<file path="src/rtl/morse_decoder_pkg.sv">
// rtl/morse_decoder_pkg.sv - shared types and constants for the Morse decoder
// Holds the FSM state enumeration, the A..H letter encodings, the per-letter
// (length, pattern) codes and the default inter-letter gap length.
package morse_decoder_pkg;

  localparam int GAP_UNITS_DEFAULT = 3;

  // Mark and symbol counters only need to reach 4; the gap counter is wider
  // so GAP_UNITS can be raised without touching the datapath.
  localparam int CNT_W = 3;
  localparam int GAP_W = 4;

  localparam logic [CNT_W-1:0] MARK_DOT  = 3'd1;
  localparam logic [CNT_W-1:0] MARK_DASH = 3'd3;
  localparam logic [CNT_W-1:0] MARK_SAT  = 3'd4;
  localparam logic [CNT_W-1:0] SYM_MAX   = 3'd4;

  typedef enum logic [1:0] {
    ST_IDLE  = 2'd0,
    ST_MARK  = 2'd1,
    ST_SPACE = 2'd2,
    ST_DRAIN = 2'd3
  } state_t;

  localparam logic [2:0] LTR_A = 3'd0;
  localparam logic [2:0] LTR_B = 3'd1;
  localparam logic [2:0] LTR_C = 3'd2;
  localparam logic [2:0] LTR_D = 3'd3;
  localparam logic [2:0] LTR_E = 3'd4;
  localparam logic [2:0] LTR_F = 3'd5;
  localparam logic [2:0] LTR_G = 3'd6;
  localparam logic [2:0] LTR_H = 3'd7;

  // Pattern is right-aligned: first symbol sits at bit (len-1), dot=0, dash=1.
  typedef struct packed {
    logic [2:0] len;
    logic [3:0] pat;
  } code_t;

  localparam code_t CODE_A = '{len: 3'd2, pat: 4'b0001};
  localparam code_t CODE_B = '{len: 3'd4, pat: 4'b1000};
  localparam code_t CODE_C = '{len: 3'd4, pat: 4'b1010};
  localparam code_t CODE_D = '{len: 3'd3, pat: 4'b0100};
  localparam code_t CODE_E = '{len: 3'd1, pat: 4'b0000};
  localparam code_t CODE_F = '{len: 3'd4, pat: 4'b0010};
  localparam code_t CODE_G = '{len: 3'd3, pat: 4'b0110};
  localparam code_t CODE_H = '{len: 3'd4, pat: 4'b0000};

endpackage

</file>
<file path="src/rtl/morse_lookup.sv">
// rtl/morse_lookup.sv - combinational (length, pattern) to letter lookup
// Ports: length_i  symbol count of the finished letter (1..4)
//        pattern_i right-aligned dot/dash pattern
//        letter_o  A..H encoding, 0 when there is no match
//        match_o   1 when (length_i, pattern_i) is a known letter
module morse_lookup
  import morse_decoder_pkg::*;
(
  input  logic [2:0] length_i,
  input  logic [3:0] pattern_i,
  output logic [2:0] letter_o,
  output logic       match_o
);

  always_comb begin
    letter_o = 3'd0;
    match_o  = 1'b1;
    case ({length_i, pattern_i})
      CODE_A:  letter_o = LTR_A;
      CODE_B:  letter_o = LTR_B;
      CODE_C:  letter_o = LTR_C;
      CODE_D:  letter_o = LTR_D;
      CODE_E:  letter_o = LTR_E;
      CODE_F:  letter_o = LTR_F;
      CODE_G:  letter_o = LTR_G;
      CODE_H:  letter_o = LTR_H;
      default: match_o  = 1'b0;
    endcase
  end

endmodule

</file>
<file path="src/rtl/morse_decoder.sv">
// rtl/morse_decoder.sv - strobed serial Morse decoder for letters A..H
// Ports: ClockIn      system clock, rising edge
//        Resetn       asynchronous active-low reset
//        DotDashIn    Morse level (1 = mark), valid only when NewBitIn=1
//        NewBitIn     one-cycle sample strobe
//        Letter       last successfully decoded letter (A=000 .. H=111)
//        LetterValid  one-cycle pulse on a new Letter
//        Error        one-cycle pulse on a malformed or unknown letter
// GAP_UNITS must be at least 2: a single low slot separates symbols.
module morse_decoder
  import morse_decoder_pkg::*;
#(
  parameter int GAP_UNITS = GAP_UNITS_DEFAULT
) (
  input  logic       ClockIn,
  input  logic       Resetn,
  input  logic       DotDashIn,
  input  logic       NewBitIn,
  output logic [2:0] Letter,
  output logic       LetterValid,
  output logic       Error
);

  localparam logic [GAP_W-1:0] GAP_LIM = GAP_W'(GAP_UNITS);

  state_t           state_q, state_d;
  logic [CNT_W-1:0] mark_cnt_q, mark_cnt_d;
  logic [CNT_W-1:0] sym_cnt_q, sym_cnt_d;
  logic [GAP_W-1:0] gap_cnt_q, gap_cnt_d;
  logic [3:0]       pattern_q, pattern_d;
  logic [2:0]       letter_q, letter_d;
  logic             valid_q, valid_d;
  logic             error_q, error_d;

  logic [GAP_W-1:0] gap_inc;
  logic             decode_evt;
  logic             error_evt;
  logic [2:0]       lk_letter;
  logic             lk_match;

  // Lookup always sees the registered symbol state; it is only consulted on
  // the gap-terminating sample, by which point the last symbol is shifted in.
  morse_lookup u_lookup (
    .length_i  (sym_cnt_q),
    .pattern_i (pattern_q),
    .letter_o  (lk_letter),
    .match_o   (lk_match)
  );

  assign gap_inc = (gap_cnt_q == '1) ? gap_cnt_q : gap_cnt_q + 1'b1;

  always_ff @(posedge ClockIn or negedge Resetn) begin
    if (!Resetn) begin
      state_q    <= ST_IDLE;
      mark_cnt_q <= '0;
      sym_cnt_q  <= '0;
      gap_cnt_q  <= '0;
      pattern_q  <= '0;
      letter_q   <= '0;
      valid_q    <= 1'b0;
      error_q    <= 1'b0;
    end else begin
      state_q    <= state_d;
      mark_cnt_q <= mark_cnt_d;
      sym_cnt_q  <= sym_cnt_d;
      gap_cnt_q  <= gap_cnt_d;
      pattern_q  <= pattern_d;
      letter_q   <= letter_d;
      valid_q    <= valid_d;
      error_q    <= error_d;
    end
  end

  always_comb begin
    state_d    = state_q;
    mark_cnt_d = mark_cnt_q;
    sym_cnt_d  = sym_cnt_q;
    gap_cnt_d  = gap_cnt_q;
    pattern_d  = pattern_q;
    decode_evt = 1'b0;
    error_evt  = 1'b0;

    if (NewBitIn) begin
      case (state_q)
        ST_IDLE: begin
          if (DotDashIn) begin
            state_d    = ST_MARK;
            mark_cnt_d = 3'd1;
            sym_cnt_d  = '0;
            gap_cnt_d  = '0;
            pattern_d  = '0;
          end
        end

        ST_MARK: begin
          if (DotDashIn) begin
            if (mark_cnt_q != MARK_SAT) mark_cnt_d = mark_cnt_q + 1'b1;
          end else begin
            // The low sample that ends a mark is also the first gap slot,
            // both for a normal symbol gap and for the drain window.
            mark_cnt_d = '0;
            gap_cnt_d  = 4'd1;
            if ((mark_cnt_q == MARK_DOT || mark_cnt_q == MARK_DASH) &&
                sym_cnt_q != SYM_MAX) begin
              state_d   = ST_SPACE;
              sym_cnt_d = sym_cnt_q + 1'b1;
              pattern_d = {pattern_q[2:0], (mark_cnt_q == MARK_DASH)};
            end else begin
              state_d   = ST_DRAIN;
              error_evt = 1'b1;
            end
          end
        end

        ST_SPACE: begin
          if (DotDashIn) begin
            gap_cnt_d = '0;
            if (gap_cnt_q == 4'd1) begin
              state_d    = ST_MARK;
              mark_cnt_d = 3'd1;
            end else begin
              state_d   = ST_DRAIN;
              error_evt = 1'b1;
            end
          end else if (gap_inc >= GAP_LIM) begin
            state_d    = ST_IDLE;
            decode_evt = 1'b1;
            gap_cnt_d  = '0;
            sym_cnt_d  = '0;
            pattern_d  = '0;
          end else begin
            gap_cnt_d = gap_inc;
          end
        end

        ST_DRAIN: begin
          if (DotDashIn) begin
            gap_cnt_d = '0;
          end else if (gap_inc >= GAP_LIM) begin
            state_d    = ST_IDLE;
            gap_cnt_d  = '0;
            sym_cnt_d  = '0;
            pattern_d  = '0;
            mark_cnt_d = '0;
          end else begin
            gap_cnt_d = gap_inc;
          end
        end

        default: state_d = ST_IDLE;
      endcase
    end
  end

  // decode_evt and error_evt are mutually exclusive, so the pulses never
  // coincide; an unknown pattern turns a decode into an error.
  always_comb begin
    letter_d = letter_q;
    valid_d  = 1'b0;
    error_d  = error_evt;
    if (decode_evt) begin
      if (lk_match) begin
        letter_d = lk_letter;
        valid_d  = 1'b1;
      end else begin
        error_d = 1'b1;
      end
    end
  end

  assign Letter      = letter_q;
  assign LetterValid = valid_q;
  assign Error       = error_q;

endmodule

</file>
<file path="config.mk">
export PLATFORM = sky130hd
export DESIGN_NAME = morse_decoder
export DESIGN_NICKNAME = d
export VERILOG_FILES = /design/src/rtl/morse_decoder_pkg.sv /design/src/rtl/morse_lookup.sv /design/src/rtl/morse_decoder.sv
export SDC_FILE = /design/constraint.sdc
export NUM_CORES = 1
export LEC_CHECK = 0
export BUFFER_PORTS_ARGS = -buffer_cell sky130_fd_sc_hd__buf_2
export CAP_MARGIN = 20
export CORE_MARGIN = 1.5
export CORE_UTILIZATION = 34
export CTS_CLUSTER_SIZE = 25
export DETAILED_ROUTE_END_ITERATION = 8
export PLACE_DENSITY = 0.58
export SYNTH_ARGS = -nofsm -noshare
export SYNTH_HDL_FRONTEND = slang
export SYNTH_SLANG_ARGS = --single-unit
</file>
<file path="constraint.sdc">
create_clock -name ClockIn -period 3 [get_ports ClockIn]
set_input_delay 0.15 -clock ClockIn [delete_from_list [all_inputs] [get_ports ClockIn]]
set_output_delay 0.15 -clock ClockIn [all_outputs]
set_load 0.01 [all_outputs]
</file>
==> flow_summary.ini <==
[status]
run_status = finished, final reports clean

[global_routing]
grt_antenna_before_repair = 0
globalRouteOverflowTotal = 0
first_global_vias = 1078
grt_pass1_wl_mm = 4.89
grt_max_degree = 22
total_grt_usage = 0.140

[detailed_routing]
route.vias.total = 1011
drc = 0
post_detailed_route_wirelength_per_cell_um = 13.5
drt.antenna.violating_nets = 0
detailedRoute.firstPassIterationCount = 4
dr.first_iter.drc_count = 31
detail_route.wirelength_mm = 2.76
viasPerCell = 4.96

[clocking]
tritoncts.num_buffers = 3
clock_tree.root_cell = clkbuf_8
clkLatencyLatePin_ns = 0.26
ctsResizeCount = 0
htree_num_levels = 1
cts_tree = yes
clk_buf_depth = 2
cts.sinks = 21
clkTransAtPathRegs_ns = 0.08

[yosys]
synth_fa_ha_area_frac = 0.133
synthXorXnorAreaFrac = 0.0124
yosys_most_used_dff = dfrtp_1
synth_top_family_by_area = simple AND/OR/NAND/NOR gates
synthMostInstantiatedCell = dfrtp_1
synth_top_cells_by_count = dfrtp_1, inv_1, ha_1
ys_top_cells_by_area = dfrtp_1, ha_1, mux2i_1
yosysSeqAreaShare = 0.371
synth_area_leader_cell = dfrtp_1
synth_area_in_simple_gates = 0.163
synth-compound-area-share = 0.155
yosys-mux-area-fraction = 0.107
number_of_warning_messages_in_the_yosys_log = 0
synth.ff_latch_count = 21
unique_masters_post_synth = 40
synth.top_cell.area_share = 0.371
syn-instance-count = 146
synth_enable_flop_cells = 0
synth.avg_cell_area_um2 = 9.70
asyncSetResetFlopFracSynth = 1.00
syn-cell-area_um2 = 1420
syn-num-nets = 165

[timing]
finalMaxSlewViolations = 0
setup_tns_ns = 0
rsz0062_at_grt = no
worst_case_setup_margin_in_the_final_layout_ns = 0.973
post-route-min-period_ns = 2.03
layout_worst_path_cycle_share = 0.676
timing_worst_slew_pin_value_ns = 0.572
setup_viol_count_final = 0
report.final.hold_viol_count = 0
timing.fmax_mhz = 493
finalClockSkew_ns = 0.00816
slew_headroom = 0.614

[floorplan]
floorplan.io_pins = 9
dieHeight_um = 67.5
die_area_um2 = 4560
die_w_um = 67.5
core_area_um2 = 4000
start_util = 0.354
row_count = 23

[place]
io_buffers = 8
place_congestion = 0.881
place.detailed.hpwl_mm = 2.14
dpl_worst_slack_ns = 0.976

[pwr]
pwr_dens_nw_per_um2 = 770
vdd.ir_drop.worst_mv = 0.184
cellLeakagePower_nw = 0.758
power.total_mw = 1.19

[worst_setup_path]
worstSetupStartpointType = flop
worstPathMaxFanout = 6
crit_type = reg2reg
crit-reg2reg-launch = gap_cnt_q[0]
setup.worst_path.start = gap_cnt_q[0]
worst-r2r-cell-count = 6
critPathCaptureType = flop
cp_data_required_time_ns = 3.15
critPathArrivalTime_ns = 2.18

[finish]
n_antenna_cell = 0
layout.nets = 174
post_route_cells_drive_above_1_share = 0.162
area_growth_pct = 9.54

[worst_hold_path]
hold_depth = 2
hold_start = NewBitIn
holdCritPathClass = in2reg

[flow_run]
maxCapViolations = 0
[per-layer routing]
layer | track usage | up-vias | share of wire
li1 | - | 520 | -
met1 | 0.181 | 478 | 0.48
met2 | 0.245 | 11 | 0.49
met3 | 0.0250 | 2 | 0.027
met4 | 0.0230 | 0 | 0.0022
met5 | 0 | - | 0
[sequential cells by signal, summed over array words and instances (netlist names)]
signal	cells
LetterValid	1
Letter	3
mark_cnt_q	3
Error	1
gap_cnt_q	4
sym_cnt_q	3
state_q	2
pattern_q	4
[cells by family after synthesis]
kind of cell,count (synthesis)
simple gates,44
mux,13
buf+inv,21
compound gates,30
flops,21
fa+ha+maj,15
xor+xnor,2
[per-stage QoR]
| stage | util | instances | cell area (um^2) | hold slack, ns |
|---|---|---|---|---|
| after floorplan | - | 146 | 1420 | -0.146 |
| after global placement | 0.374 | 199 | 1500 | 0.134 |
| after detailed placement | 0.374 | 199 | 1500 | 0.149 |
| after CTS | 0.388 | 204 | 1550 | 0.228 |
| after global routing | 0.388 | 204 | 1550 | 0.253 |
| final | 0.388 | 204 | 1550 | 0.238 |
[critical path: stages (launching register included)]
cell	delay, ns
dfrtp_1	0.45
ha_1	0.34
nor2_1	0.18
nor3_4	0.07
a21oi_1	0.39
o21ai_2	0.16
mux2_4	0.32
[worst paths after layout]
kind                                       to  slack, ns
max in group asynchronous       mark_cnt_q[0]       2.28
worst min-delay path                    Error       0.24
worst max register to register      Letter[0]       0.97
worst max-delay path                Letter[0]       0.97
min in group asynchronous           Letter[1]       0.38
worst min register to register      Letter[2]       0.50
[power breakdown]
group	internal, mW	leakage [nW]	switching, mW
combinational	0.259	0.450	0.333
sequential	0.346	0.282	0.0706
clock	0.0924	0.0255	0.0937
[cells in the final DEF (no fill, tap or decap), types with 4 or more instances in the layout]
| cell type | instances |
|---|---|
| nand2_1 | 14 |
| nor2_1 | 10 |
| o21ai_0 | 4 |
| a21oi_1 | 9 |
| dfrtp_1 | 21 |
| ha_1 | 15 |
| mux2i_1 | 8 |
| nand3_1 | 5 |
| inv_1 | 16 |
| and2_1 | 4 |
| buf_2 | 8 |
| mux2_4 | 4 |
[what timing repair did]
item,4_1_cts,5_1_grt
buffers inserted,0,0
endpoints found under the hold margin,21,0
hold buffers,1,0
[layout make-up]
class	instances	area, um^2
clock buffers	3	41.3
clock inverters	1	5.00
fillers	392	2450
inverters	16	60.1
multi-input cells	104	807
flip-flops and latches	21	526
well taps	50	62.6
repair buffers	9	50.0
Note: power is estimated with default switching activity, not from simulation.
